`src/rtl/deser_pingpong_ctrl_if.sv`:
```
// deser_pingpong_ctrl_if
// Handshake and strobe bundle between the ping-pong deserializer controller
// and its environment (upstream word source, two deserialize banks, array-side
// consumer).
//   in_valid      upstream word present on the shared deserializer input bus
//   in_ready      controller accepts the offered word this cycle
//   read_enable_0 shift strobe to bank 0
//   read_enable_1 shift strobe to bank 1
//   out_valid     bank out_sel holds a complete vector
//   out_sel       bank presented to the consumer
//   out_ready     consumer releases the presented bank
//   fill_count    words accepted into the current write bank
//   banks_full    per-bank FULL flags (bit i = bank i)
// Modport master is the environment side; modport slave is the controller.
interface deser_pingpong_ctrl_if #(
  parameter int LENGTH = 8,
  parameter int CNT_W  = $clog2(LENGTH + 1)
);
  logic             in_valid;
  logic             in_ready;
  logic             read_enable_0;
  logic             read_enable_1;
  logic             out_valid;
  logic             out_sel;
  logic             out_ready;
  logic [CNT_W-1:0] fill_count;
  logic [1:0]       banks_full;

  modport master (
    output in_valid, out_ready,
    input  in_ready, read_enable_0, read_enable_1, out_valid, out_sel,
           fill_count, banks_full
  );

  modport slave (
    input  in_valid, out_ready,
    output in_ready, read_enable_0, read_enable_1, out_valid, out_sel,
           fill_count, banks_full
  );
endinterface

```
`src/rtl/deser_pingpong_ctrl.sv`:
```
// deser_pingpong_ctrl
// Steers an upstream word stream alternately into two deserialize banks,
// counting LENGTH words per bank, and presents each completed bank to the
// consumer with valid/ready. A presented bank is frozen (no strobes) until the
// consumer releases it, so filling one bank overlaps consumption of the other.
// Ports:
//   clk   clock, all state updates on the rising edge
//   rst   synchronous active-high reset
//   flush synchronous abort: all banks EMPTY, pointers and count to 0
//   bus   deser_pingpong_ctrl_if.slave (handshakes, strobes, status)
module deser_pingpong_ctrl #(
  parameter int LENGTH = 8,
  parameter int CNT_W  = $clog2(LENGTH + 1)
) (
  input  logic                  clk,
  input  logic                  rst,
  input  logic                  flush,
  deser_pingpong_ctrl_if.slave  bus
);

  typedef enum logic [1:0] {
    BANK_EMPTY   = 2'd0,
    BANK_FILLING = 2'd1,
    BANK_FULL    = 2'd2
  } bank_state_e;

  bank_state_e      bank_q [2];
  bank_state_e      bank_d [2];
  logic             wr_q, wr_d;
  logic             rd_q, rd_d;
  logic [CNT_W-1:0] cnt_q, cnt_d;

  logic       in_ready;
  logic       out_valid;
  logic       accept;
  logic       release_bank;
  logic       last_word;
  logic [1:0] strobe;
  logic [1:0] full_vec;

  // rst is folded in so no word is taken and nothing is presented while the
  // controller is being reset, independent of the register contents.
  assign in_ready     = (bank_q[wr_q] != BANK_FULL) && !flush && !rst;
  assign out_valid    = (bank_q[rd_q] == BANK_FULL) && !flush && !rst;
  assign accept       = bus.in_valid && in_ready;
  assign release_bank = out_valid && bus.out_ready;
  assign last_word    = (cnt_q == CNT_W'(LENGTH - 1));

  for (genvar gi = 0; gi < 2; gi++) begin : g_bank
    assign strobe[gi]   = accept && (wr_q == 1'(gi));
    assign full_vec[gi] = (bank_q[gi] == BANK_FULL);
  end

  assign bus.in_ready      = in_ready;
  assign bus.out_valid     = out_valid;
  assign bus.out_sel       = rd_q;
  assign bus.read_enable_0 = strobe[0];
  assign bus.read_enable_1 = strobe[1];
  assign bus.fill_count    = cnt_q;
  assign bus.banks_full    = full_vec;

  // Accept and release never touch the same bank: the write bank is never
  // FULL when accepting and the read bank is always FULL when releasing, so
  // both updates can be applied independently in one cycle.
  always_comb begin
    bank_d = bank_q;
    wr_d   = wr_q;
    rd_d   = rd_q;
    cnt_d  = cnt_q;
    if (flush) begin
      bank_d = '{default: BANK_EMPTY};
      wr_d   = 1'b0;
      rd_d   = 1'b0;
      cnt_d  = '0;
    end else begin
      if (accept) begin
        if (last_word) begin
          bank_d[wr_q] = BANK_FULL;
          cnt_d        = '0;
          wr_d         = ~wr_q;
        end else begin
          bank_d[wr_q] = BANK_FILLING;
          cnt_d        = cnt_q + CNT_W'(1);
        end
      end
      if (release_bank) begin
        bank_d[rd_q] = BANK_EMPTY;
        rd_d         = ~rd_q;
      end
    end
  end

  always_ff @(posedge clk) begin
    if (rst) begin
      bank_q <= '{default: BANK_EMPTY};
      wr_q   <= 1'b0;
      rd_q   <= 1'b0;
      cnt_q  <= '0;
    end else begin
      bank_q <= bank_d;
      wr_q   <= wr_d;
      rd_q   <= rd_d;
      cnt_q  <= cnt_d;
    end
  end

endmodule

```
`src/flat_wrapper.sv`:
```
// flat-port wrapper written by rule: the top's interface ports become plain ports
module deser_pingpong_ctrl_flat 
#(
  parameter int LENGTH = 8,
  parameter int CNT_W  = $clog2(LENGTH + 1)
)
  (clk, rst, flush, bus_in_valid, bus_out_ready, bus_in_ready, bus_read_enable_0, bus_read_enable_1, bus_out_valid, bus_out_sel, bus_fill_count, bus_banks_full);
  deser_pingpong_ctrl_if #(.LENGTH(LENGTH), .CNT_W(CNT_W)) bus_i ();
  input  logic clk;
  input  logic rst;
  input  logic flush;
  input wire logic [$bits(bus_i.in_valid)-1:0] bus_in_valid;
  input wire logic [$bits(bus_i.out_ready)-1:0] bus_out_ready;
  output wire logic [$bits(bus_i.in_ready)-1:0] bus_in_ready;
  output wire logic [$bits(bus_i.read_enable_0)-1:0] bus_read_enable_0;
  output wire logic [$bits(bus_i.read_enable_1)-1:0] bus_read_enable_1;
  output wire logic [$bits(bus_i.out_valid)-1:0] bus_out_valid;
  output wire logic [$bits(bus_i.out_sel)-1:0] bus_out_sel;
  output wire logic [$bits(bus_i.fill_count)-1:0] bus_fill_count;
  output wire logic [$bits(bus_i.banks_full)-1:0] bus_banks_full;
  assign bus_i.in_valid = bus_in_valid;
  assign bus_i.out_ready = bus_out_ready;
  assign bus_in_ready = bus_i.in_ready;
  assign bus_read_enable_0 = bus_i.read_enable_0;
  assign bus_read_enable_1 = bus_i.read_enable_1;
  assign bus_out_valid = bus_i.out_valid;
  assign bus_out_sel = bus_i.out_sel;
  assign bus_fill_count = bus_i.fill_count;
  assign bus_banks_full = bus_i.banks_full;
  deser_pingpong_ctrl #(.LENGTH(LENGTH), .CNT_W(CNT_W)) u_core (.clk(clk), .rst(rst), .flush(flush), .bus(bus_i));
endmodule
```
`config.mk`:
```
export PLATFORM = sky130hd
export DESIGN_NAME = deser_pingpong_ctrl_flat
export DESIGN_NICKNAME = d
export VERILOG_FILES = /design/src/rtl/deser_pingpong_ctrl_if.sv /design/src/rtl/deser_pingpong_ctrl.sv /design/src/flat_wrapper.sv
export SDC_FILE = /design/constraint.sdc
export NUM_CORES = 1
export LEC_CHECK = 0
export ABC_AREA = 0
export BUFFER_PORTS_ARGS = -buffer_cell sky130_fd_sc_hd__buf_4
export CAP_MARGIN = 20
export CORE_AREA = 10 10 47 49
export DETAILED_ROUTE_END_ITERATION = 8
export DIE_AREA = 0 0 57 59
export PLACE_DENSITY = 0.69
export SLEW_MARGIN = 20
export SYNTH_ARGS = -nofsm -noshare
export SYNTH_HDL_FRONTEND = slang
export SYNTH_SLANG_ARGS = --single-unit
export TNS_END_PERCENT = 50
```
`constraint.sdc`:
```
create_clock -name clk -period 1.25 [get_ports clk]
set_input_delay 0.125 -clock clk [delete_from_list [all_inputs] [get_ports clk]]
set_output_delay 0.125 -clock clk [all_outputs]
set_load 0.05 [all_outputs]
```
Word-level counts from Yosys, hierarchy flattened:

Index checks and enable logic that the tools add are counted.

* register bits after elaboration: 10
* bits of input ports: 5
* output and inout bits: 11
* logic and storage cells: 56

* $add $sub $neg: 1
* $lt $le $gt $ge: 4
* equal/unequal tests: 5
* mux-type cells: 15
* bitwise operators: 12
* reductions and logical operators: 14

Operators with widths (number)
* 4-bit two-way mux: 5
* 2-bit two-way mux: 8
* 1-bit logical AND: 10
* 2-bit == test, second input constant: 3
* 4-bit by 1-bit adder with 4-bit output, second input constant: 1
* 2-bit AND: 2
* 4-bit AND: 1
* 2-bit demux with 1-bit select: 2
* 4-bit by 3-bit == test with 1-bit output, second input constant: 1
* 2-bit greater-or-equal comparator, second input constant: 2
* 2-bit by 1-bit less-than comparator with 1-bit output, second input constant: 2
* 1-bit NOT with 2-bit output: 2
* 2-bit NOT: 2
* 4-bit NOT: 1
* 2-bit OR: 2
* 1-bit zero test: 2
* 2-bit != test, second input constant: 1
* 1-bit NOT: 2
* 2-bit AND reduction: 1
* 2-bit OR reduction: 1

Logic depth before layout (Yosys ltp):

Gate-level depths: netlist of run 1.

* depth in word-level cells: 12
* mapped depth: 6
* mapped depth without buffers: 5

Worst setup path after synthesis of run 1:

Ideal clock, no wire load.

* kind: reg-to-output
* start point: register u_core.bank_q[3] (netlist name)
* end point: output port bus_in_ready
* arrival: 1915 ps
* data required time: 1125 ps
* setup slack: -790 ps
* cell stages (with the launch flop): 5
* buffers on the path: 1
* cells stage by stage: dfxtp_1 > nor2b_1 > buf_6 > nor2b_1 > a211oi_1

* word-level cells in the longest chain between the ends: 6

Ends and longest elaborated chain
* from (decl): RTL line deser_pingpong_ctrl.sv:27 `bank_state_e bank_q [2];`
* from (signal assigned): RTL line deser_pingpong_ctrl.sv:100 `bank_q <= bank_d;`
* 2-bit two-way mux (not written as such) (3 in series): RTL line deser_pingpong_ctrl.sv:43 `assign in_ready = (bank_q[wr_q] != BANK_FULL) && !flush && !rst;`
* 2-bit != test: RTL line deser_pingpong_ctrl.sv:43
* 1-bit logical AND (2 in series): RTL line deser_pingpong_ctrl.sv:43
* to (decl): RTL line flat_wrapper.sv:14 `output wire logic [$bits(bus_i.in_ready)-1:0] bus_in_ready;`

Every way passes these cells. The select of a mux whose other input is x is not followed.

Worst setup path in the final report of run 1:

* start point: register u_core.bank_q[1] (netlist name)
* end point: output port bus_in_ready

Same word-level chain as after synthesis.

==> impl_metrics.tcl, run 1 <==
set metrics [dict create \
    yosysUniqueCellTypes 30 \
    post-route-min-period_ns 1.33 \
    drive_gt1_frac 0.611 \
    cpMostUsedCell "buf_6" \
    status "complete, but fails checks" \
    ys_async_sr_fraction 0 \
    grt_overflow 0 \
    synth_top_family_by_area "simple AND/OR/NAND/NOR gates" \
    row_count 14 \
    crit_arrival_ns 1.21 \
    htree_num_levels 1 \
    rr_worst_depth 5 \
    fillers 124 \
    holdPathEnd "u_core.bus.out_sel" \
    placed_area_um2 816 \
    numPlacedInstances 98 \
    worst_slew_margin_rel 0.788 \
    core-area_mm2 0.00140 \
    path_cells "nor2b_4 > buf_6 > a211oi_4 > buf_6" \
    worstMarginPinSlew_ns 0.317 \
    setup_viol 4 \
    path_clk_slew_ns 0.07 \
    cap_violations 0 \
    synthCells 64 \
    finalWirelength_um 1430 \
    layout_setup_ws_ns -0.0836 \
    grt_max_degree 12 \
    vias 568 \
    fin_crit_sh 1.07 \
    r2r-start "u_core.bank_q[3]" \
    ys_warn_count 0 \
    synth_edf_count 0 \
    clk_latency_ns 0.27 \
    worstReg2RegEnd "u_core.bus.fill_count[3]" \
    slowest_delay_ns 0.32 \
    grt_pass1_wl_um 2440 \
    hold_ws_ns 0.0839 \
    fmax_ghz 0.750 \
    rsz0062_at_grt "yes" \
    synth_xor_area_frac 0 \
    hp-start "bus_out_ready" \
    setup_tns_ns -0.199 \
    synthMuxAreaShare 0.0724 \
    ios 16 \
    met2_length_um 743 \
    critPathKind "reg -> out" \
    diodes 0 \
    crit_family "flip-flops" \
    cp_slowest_cell "dfxtp_2" \
    synthAdderAreaFrac 0.0226 \
    worstPathMaxFanout 4 \
    dieArea_mm2 0.00336 \
    antenna_found_initial 0 \
    syn_nets 70 \
    cts_tree "done" \
    worstSetupStartpointType "flop" \
    gp_congestion 0.763 \
    violations "negative setup slack" \
    synth_area_per_cell_um2 8.64 \
    cts_sinks 10 \
    multi_input_area_um2 408 \
    cts_root_buf "clkbuf_4" \
    power.leakage_nw 0.379 \
    ir_drop_mv 0.554 \
    vias_per_cell 5.36 \
    drt_iter0_markers 6 \
    synthToLayoutAreaGrowth_pct 68.6 \
    worstHoldPathType "in -> reg" \
    synth_compound_area_frac 0.224 \
    clock_skew_ns 0.00451 \
    fin_cells 106 \
    min_path_cells 2 \
    cp-end-kind "output pin" \
    worstPathRequired_ns 1.12 \
    hold_viol 0 \
    top_layer_used "met4" \
    wl_met3_um 87 \
    synth_area_um2 553 \
    synth-simple-area-share 0.253 \
    port-buffer-count 15 \
    dp_hpwl_um 1070 \
    synth.yosys.seq_area_share 0.362 \
    final_area_um2 932 \
    clk_path_buf_depth 2 \
    track_usage 0.0879 \
    cts_made_buffers 3 \
    wl_met1_um 590 \
    final_max_slew_viol_count 0 \
    die_y_um 59 \
    ant_nets 0 \
    drt_pass1_iterations 4 \
    reg2reg_slack_ns 0.01 \
    cp.buffers_inverters 2 \
    grt_pass1_vias 572 \
    power_density_mw_per_mm2 711 \
    start_util 0.395 \
    fin_nets 97 \
    ys_ff_latch 10 \
    drc 0 \
    regArea_um2 218 \
    ys.flop_type "dfxtp_1" \
    routedWlPerCell_um 13.5 \
    die_w_um 57 \
]
==> area by class of cell <==
cell class | instances | share of cell area
Sequential cell | 10 | 0.234
Inverter | 1 | 0.00403
Multi-Input combinational cell | 48 | 0.438
Tap cell | 16 | 0.0215
Clock buffer | 4 | 0.0282
Timing Repair Buffer | 27 | 0.275
==> sequential cells by signal, indices dropped and copies added (netlist names) <==
name / count
u_core.bank_q: 4
u_core.bus.fill_count: 4
u_core.bus.out_sel: 1
u_core.wr_q: 1
==> cells in the final DEF (no fill, tap or decap) <==
| master | count |
|---|---|
| a32oi_1 | 1 |
| buf_4 | 17 |
| a311oi_1 | 3 |
| nor2b_4 | 3 |
| clkbuf_1 | 1 |
| a21oi_4 | 1 |
| nor3_4 | 2 |
| a22oi_1 | 1 |
| buf_8 | 2 |
| nand4_1 | 1 |
| nor2b_1 | 1 |
| o21ai_1 | 1 |
| nand3_1 | 1 |
| o22ai_4 | 1 |
| dfxtp_4 | 2 |
| buf_12 | 1 |
| a31o_1 | 1 |
| a21oi_1 | 2 |
| nand2_1 | 5 |
| a211o_1 | 1 |
| nand2b_4 | 1 |
| buf_6 | 7 |
| a211oi_4 | 1 |
| dfxtp_2 | 8 |
| inv_1 | 1 |
| clkbuf_4 | 3 |
| ha_4 | 1 |
| a21oi_2 | 1 |
| o21ai_0 | 1 |
| nand2_2 | 3 |
| mux2i_1 | 4 |
| nor2_1 | 7 |
| a31oi_1 | 1 |
| or2_1 | 1 |
| and3b_2 | 1 |
| or3_1 | 1 |
==> power breakdown <==
group          switching (mW)  internal [mW]  total [mW]
logic                  0.0563         0.0456       0.102
clock network           0.113          0.124       0.237
registers             0.00414          0.320       0.324
total                   0.174          0.489       0.662
==> synth_stat cells, types with 2 or more instances <==
cell type  number  area, um^2
mux2i_1         4        40.0
a21oi_1         4        20.0
nor3_1          2        10.0
a311oi_1        3        26.3
buf_2           2        10.0
dfxtp_1        10         200
nor2b_1         4        25.0
nor2_1          7        26.3
nand2_1         7        26.3
==> repair_timing <==
item | in CTS | in global routing
setup buffers | 3 | 1
endpoints found under the setup margin | 6 | 12
gates resized for setup | 12 | 8
gates cloned | 0 | 0
pin swaps | 3 | 2
hold buffers | 0 | 0
==> through the flow <==
step                      total power, mW  utilization  setup WS [ns]
after floorplan                     0.388            -        -0.0486
after global placement              0.429        0.582         0.0276
after detailed placement            0.430        0.582         0.0286
after CTS                           0.676        0.643        -0.0999
after global routing                0.695        0.665         -0.126
final                               0.662        0.665        -0.0836
==> cell families after synthesis <==
| group | after synthesis |
|---|---|
| compound gates | 16 |
| flops | 10 |
| fa+ha+maj | 1 |
| simple gates | 27 |
| mux | 4 |
| buf+inv | 6 |
==> layer usage <==
metal / global-route usage / up-vias
met5: 0 / -
met4: 0.0470 / 0
met3: 0.0386 / 2
met2: 0.141 / 16
met1: 0.0956 / 265
li1: - / 285
==> worst reg2reg max path: cells and delay by family, from the launching register on <==
family	cells	cell delay (ns)
and+or+nand+nor	2	0.30
AOI/OAI and AO/OA	1	0.24
DFF	1	0.32
muxes	1	0.14
buffers and inverters	1	0.13
==> worst max path at each step <==
stage,slack [ns],from,cells after the start,to
4_1_cts,-0.1,u_core.bank_q[1],4,bus_in_ready
5_1_grt,-0.13,u_core.bank_q[1],4,bus_in_ready
6_report,-0.08,u_core.bank_q[1],4,bus_in_ready
3_5_place_dp,0.03,u_core.bus.fill_count[1],4,u_core.bank_q[1]
2_1_floorplan,-0.05,u_core.bank_q[3],4,bus_in_ready
3_3_place_gp,0.03,u_core.bus.fill_count[1],4,u_core.bank_q[1]
No activity file was read; power rests on OpenSTA's default activity.
==> run 2: changes to the inputs <==
SKIP_LAST_GASP = 1   (was default)
==> run 2 against run 1 <==
The flow still finishes with violations (negative setup slack). Worst hold slack about the same. Clock-buffer cell count unchanged. Critical path depth unchanged. Largest cell class unchanged. Die area unchanged. Critical endpoint unchanged. First-iteration DRC count decreased by 17%.
==> impl_metrics.tcl, run 2 (same netlist as run 1, synthesis figures left out) <==
set metrics [dict create \
    status "complete, but fails checks" \
    violations "negative setup slack" \
    rsz0062_at_grt "yes" \
    multi_input_area_um2 404 \
    dp_slack_ns 0.0286 \
    antenna_found_initial 0 \
    diodes 0 \
    cts_root_buf "clkbuf_4" \
    grt_overflow 0 \
    track_usage 0.0879 \
    drt_iter0_markers 5 \
    vias 562 \
    worstSetupStartpointType "flop" \
    post-route-min-period_ns 1.33 \
    r2r-start "u_core.bus.fill_count[1]" \
    ir_drop_mv 0.554 \
    hold_ws_ns 0.0840 \
    ios 16 \
    cp.buffers_inverters 2 \
    total_power_mw 0.663 \
    cpMostUsedCell "buf_6" \
    slowest_delay_ns 0.32 \
    cp_slowest_cell "dfxtp_2" \
    regArea_um2 218 \
    worstPathMaxFanout 4 \
    cp-end-kind "output pin" \
    grt_max_degree 12 \
    die_w_um 57 \
    power.leakage_nw 0.381 \
    drive_gt1_frac 0.604 \
    fmax_ghz 0.751 \
    fin_nets 98 \
    crit_path_start "u_core.bank_q[1]" \
    path_cells "nor2b_4 > buf_6 > a211oi_4 > buf_6" \
    hp-start "bus_out_ready" \
    dp_hpwl_um 1070 \
    finalWirelength_um 1450 \
    row_count 14 \
    hold_viol 0 \
    clock_skew_ns 0.00444 \
    fillers 127 \
    worstPathRequired_ns 1.12 \
    worstMarginPinSlew_ns 0.321 \
    worstHoldPathType "in -> reg" \
    crit_family "flip-flops" \
    setup_viol 4 \
    vias_per_cell 5.25 \
    gp_congestion 0.763 \
    cts_sinks 10 \
    layout_setup_ws_ns -0.0816 \
    dieArea_mm2 0.00336 \
    worst_slew_margin_rel 0.785 \
    synthToLayoutAreaGrowth_pct 66.5 \
    cap_violations 0 \
    ant_nets 0 \
    port-buffer-count 15 \
    routedWlPerCell_um 13.5 \
    drc 0 \
    cts_made_buffers 3 \
    core-area_mm2 0.00140 \
    start_util 0.395 \
    final_cell_mix "20 x buf_4, 8 x dfxtp_2, 7 x nor2_1, 7 x buf_6, 5 x nand2_1" \
    clk_path_buf_depth 2 \
    fin_crit_sh 1.07 \
    final_common_cell "buf_4" \
    power_density_mw_per_mm2 720 \
    final_max_slew_viol_count 0 \
    path_clk_slew_ns 0.07 \
    htree_num_levels 1 \
    grt_pass1_wl_um 2440 \
    cts_tree "done" \
    drt_pass1_iterations 4 \
    grt_pass1_vias 574 \
    critPathKind "reg -> out" \
    clk_latency_ns 0.27 \
    crit_arrival_ns 1.21 \
    die_y_um 59 \
]
## run 2: changes by cell type in the layout (fill, tap and decap cells not counted)
| cell | change |
|---|---|
| a21oi_1 | +1 |
| a21oi_2 | -1 |
| buf_4 | +3 |
| buf_8 | -2 |
## run 2: per-layer routing
metal,vias to the layer above,share of wire,global-route usage
met3,2,0.055,0.0386
met5,-,0,0
met4,0,0.0048,0.0470
li1,286,-,-
met2,12,0.52,0.141
met1,262,0.42,0.0956
## run 2: final cells by class
class | count | share of cell area
Sequential cell | 10 | 0.236
Timing Repair Buffer | 28 | 0.270
Multi-Input combinational cell | 48 | 0.439
Clock buffer | 4 | 0.0285
Tap cell | 16 | 0.0217
Inverter | 1 | 0.00408
## run 2: worst reg2reg max path, stage by stage (launching register included)
cell and delay [ns]:
dfxtp_4 0.36, ha_4 0.13, and3b_2 0.25, a32oi_1 0.11, a311oi_1 0.29
## run 2: path summary, 6_finish.rpt
check	endpoint	slack, ns	cells after the start
max	bus_in_ready	-0.08	4
min	u_core.bus.out_sel	0.08	2
max reg2reg	u_core.bank_q[1]	0	4
min reg2reg	u_core.bus.fill_count[3]	0.48	2
## run 2: report_power, final
group,internal (mW),leakage [nW],switching (mW)
registers,0.319,0.0864,0.00391
logic,0.0462,0.279,0.0566
clock network,0.123,0.0150,0.113
## run 2: stage by stage
| stage | TNS [ns] | instances | instance area (um^2) | utilization |
|---|---|---|---|---|
| finish | -0.187 | 107 | 921 | 0.657 |
| global route | -0.656 | 107 | 921 | 0.657 |
| CTS | -0.450 | 105 | 896 | 0.639 |
| detailed placement | 0 | 98 | 816 | 0.582 |
| global placement | 0 | 98 | 816 | 0.582 |
| floorplan | -0.0486 | 64 | 659 | - |
## run 2: what timing repair did
action	in CTS	in global routing
cloned	0	0
setup buffers	3	2
resized for setup	10	5
hold buffers	0	0
pin swaps	2	4
endpoints found under the setup margin	6	13
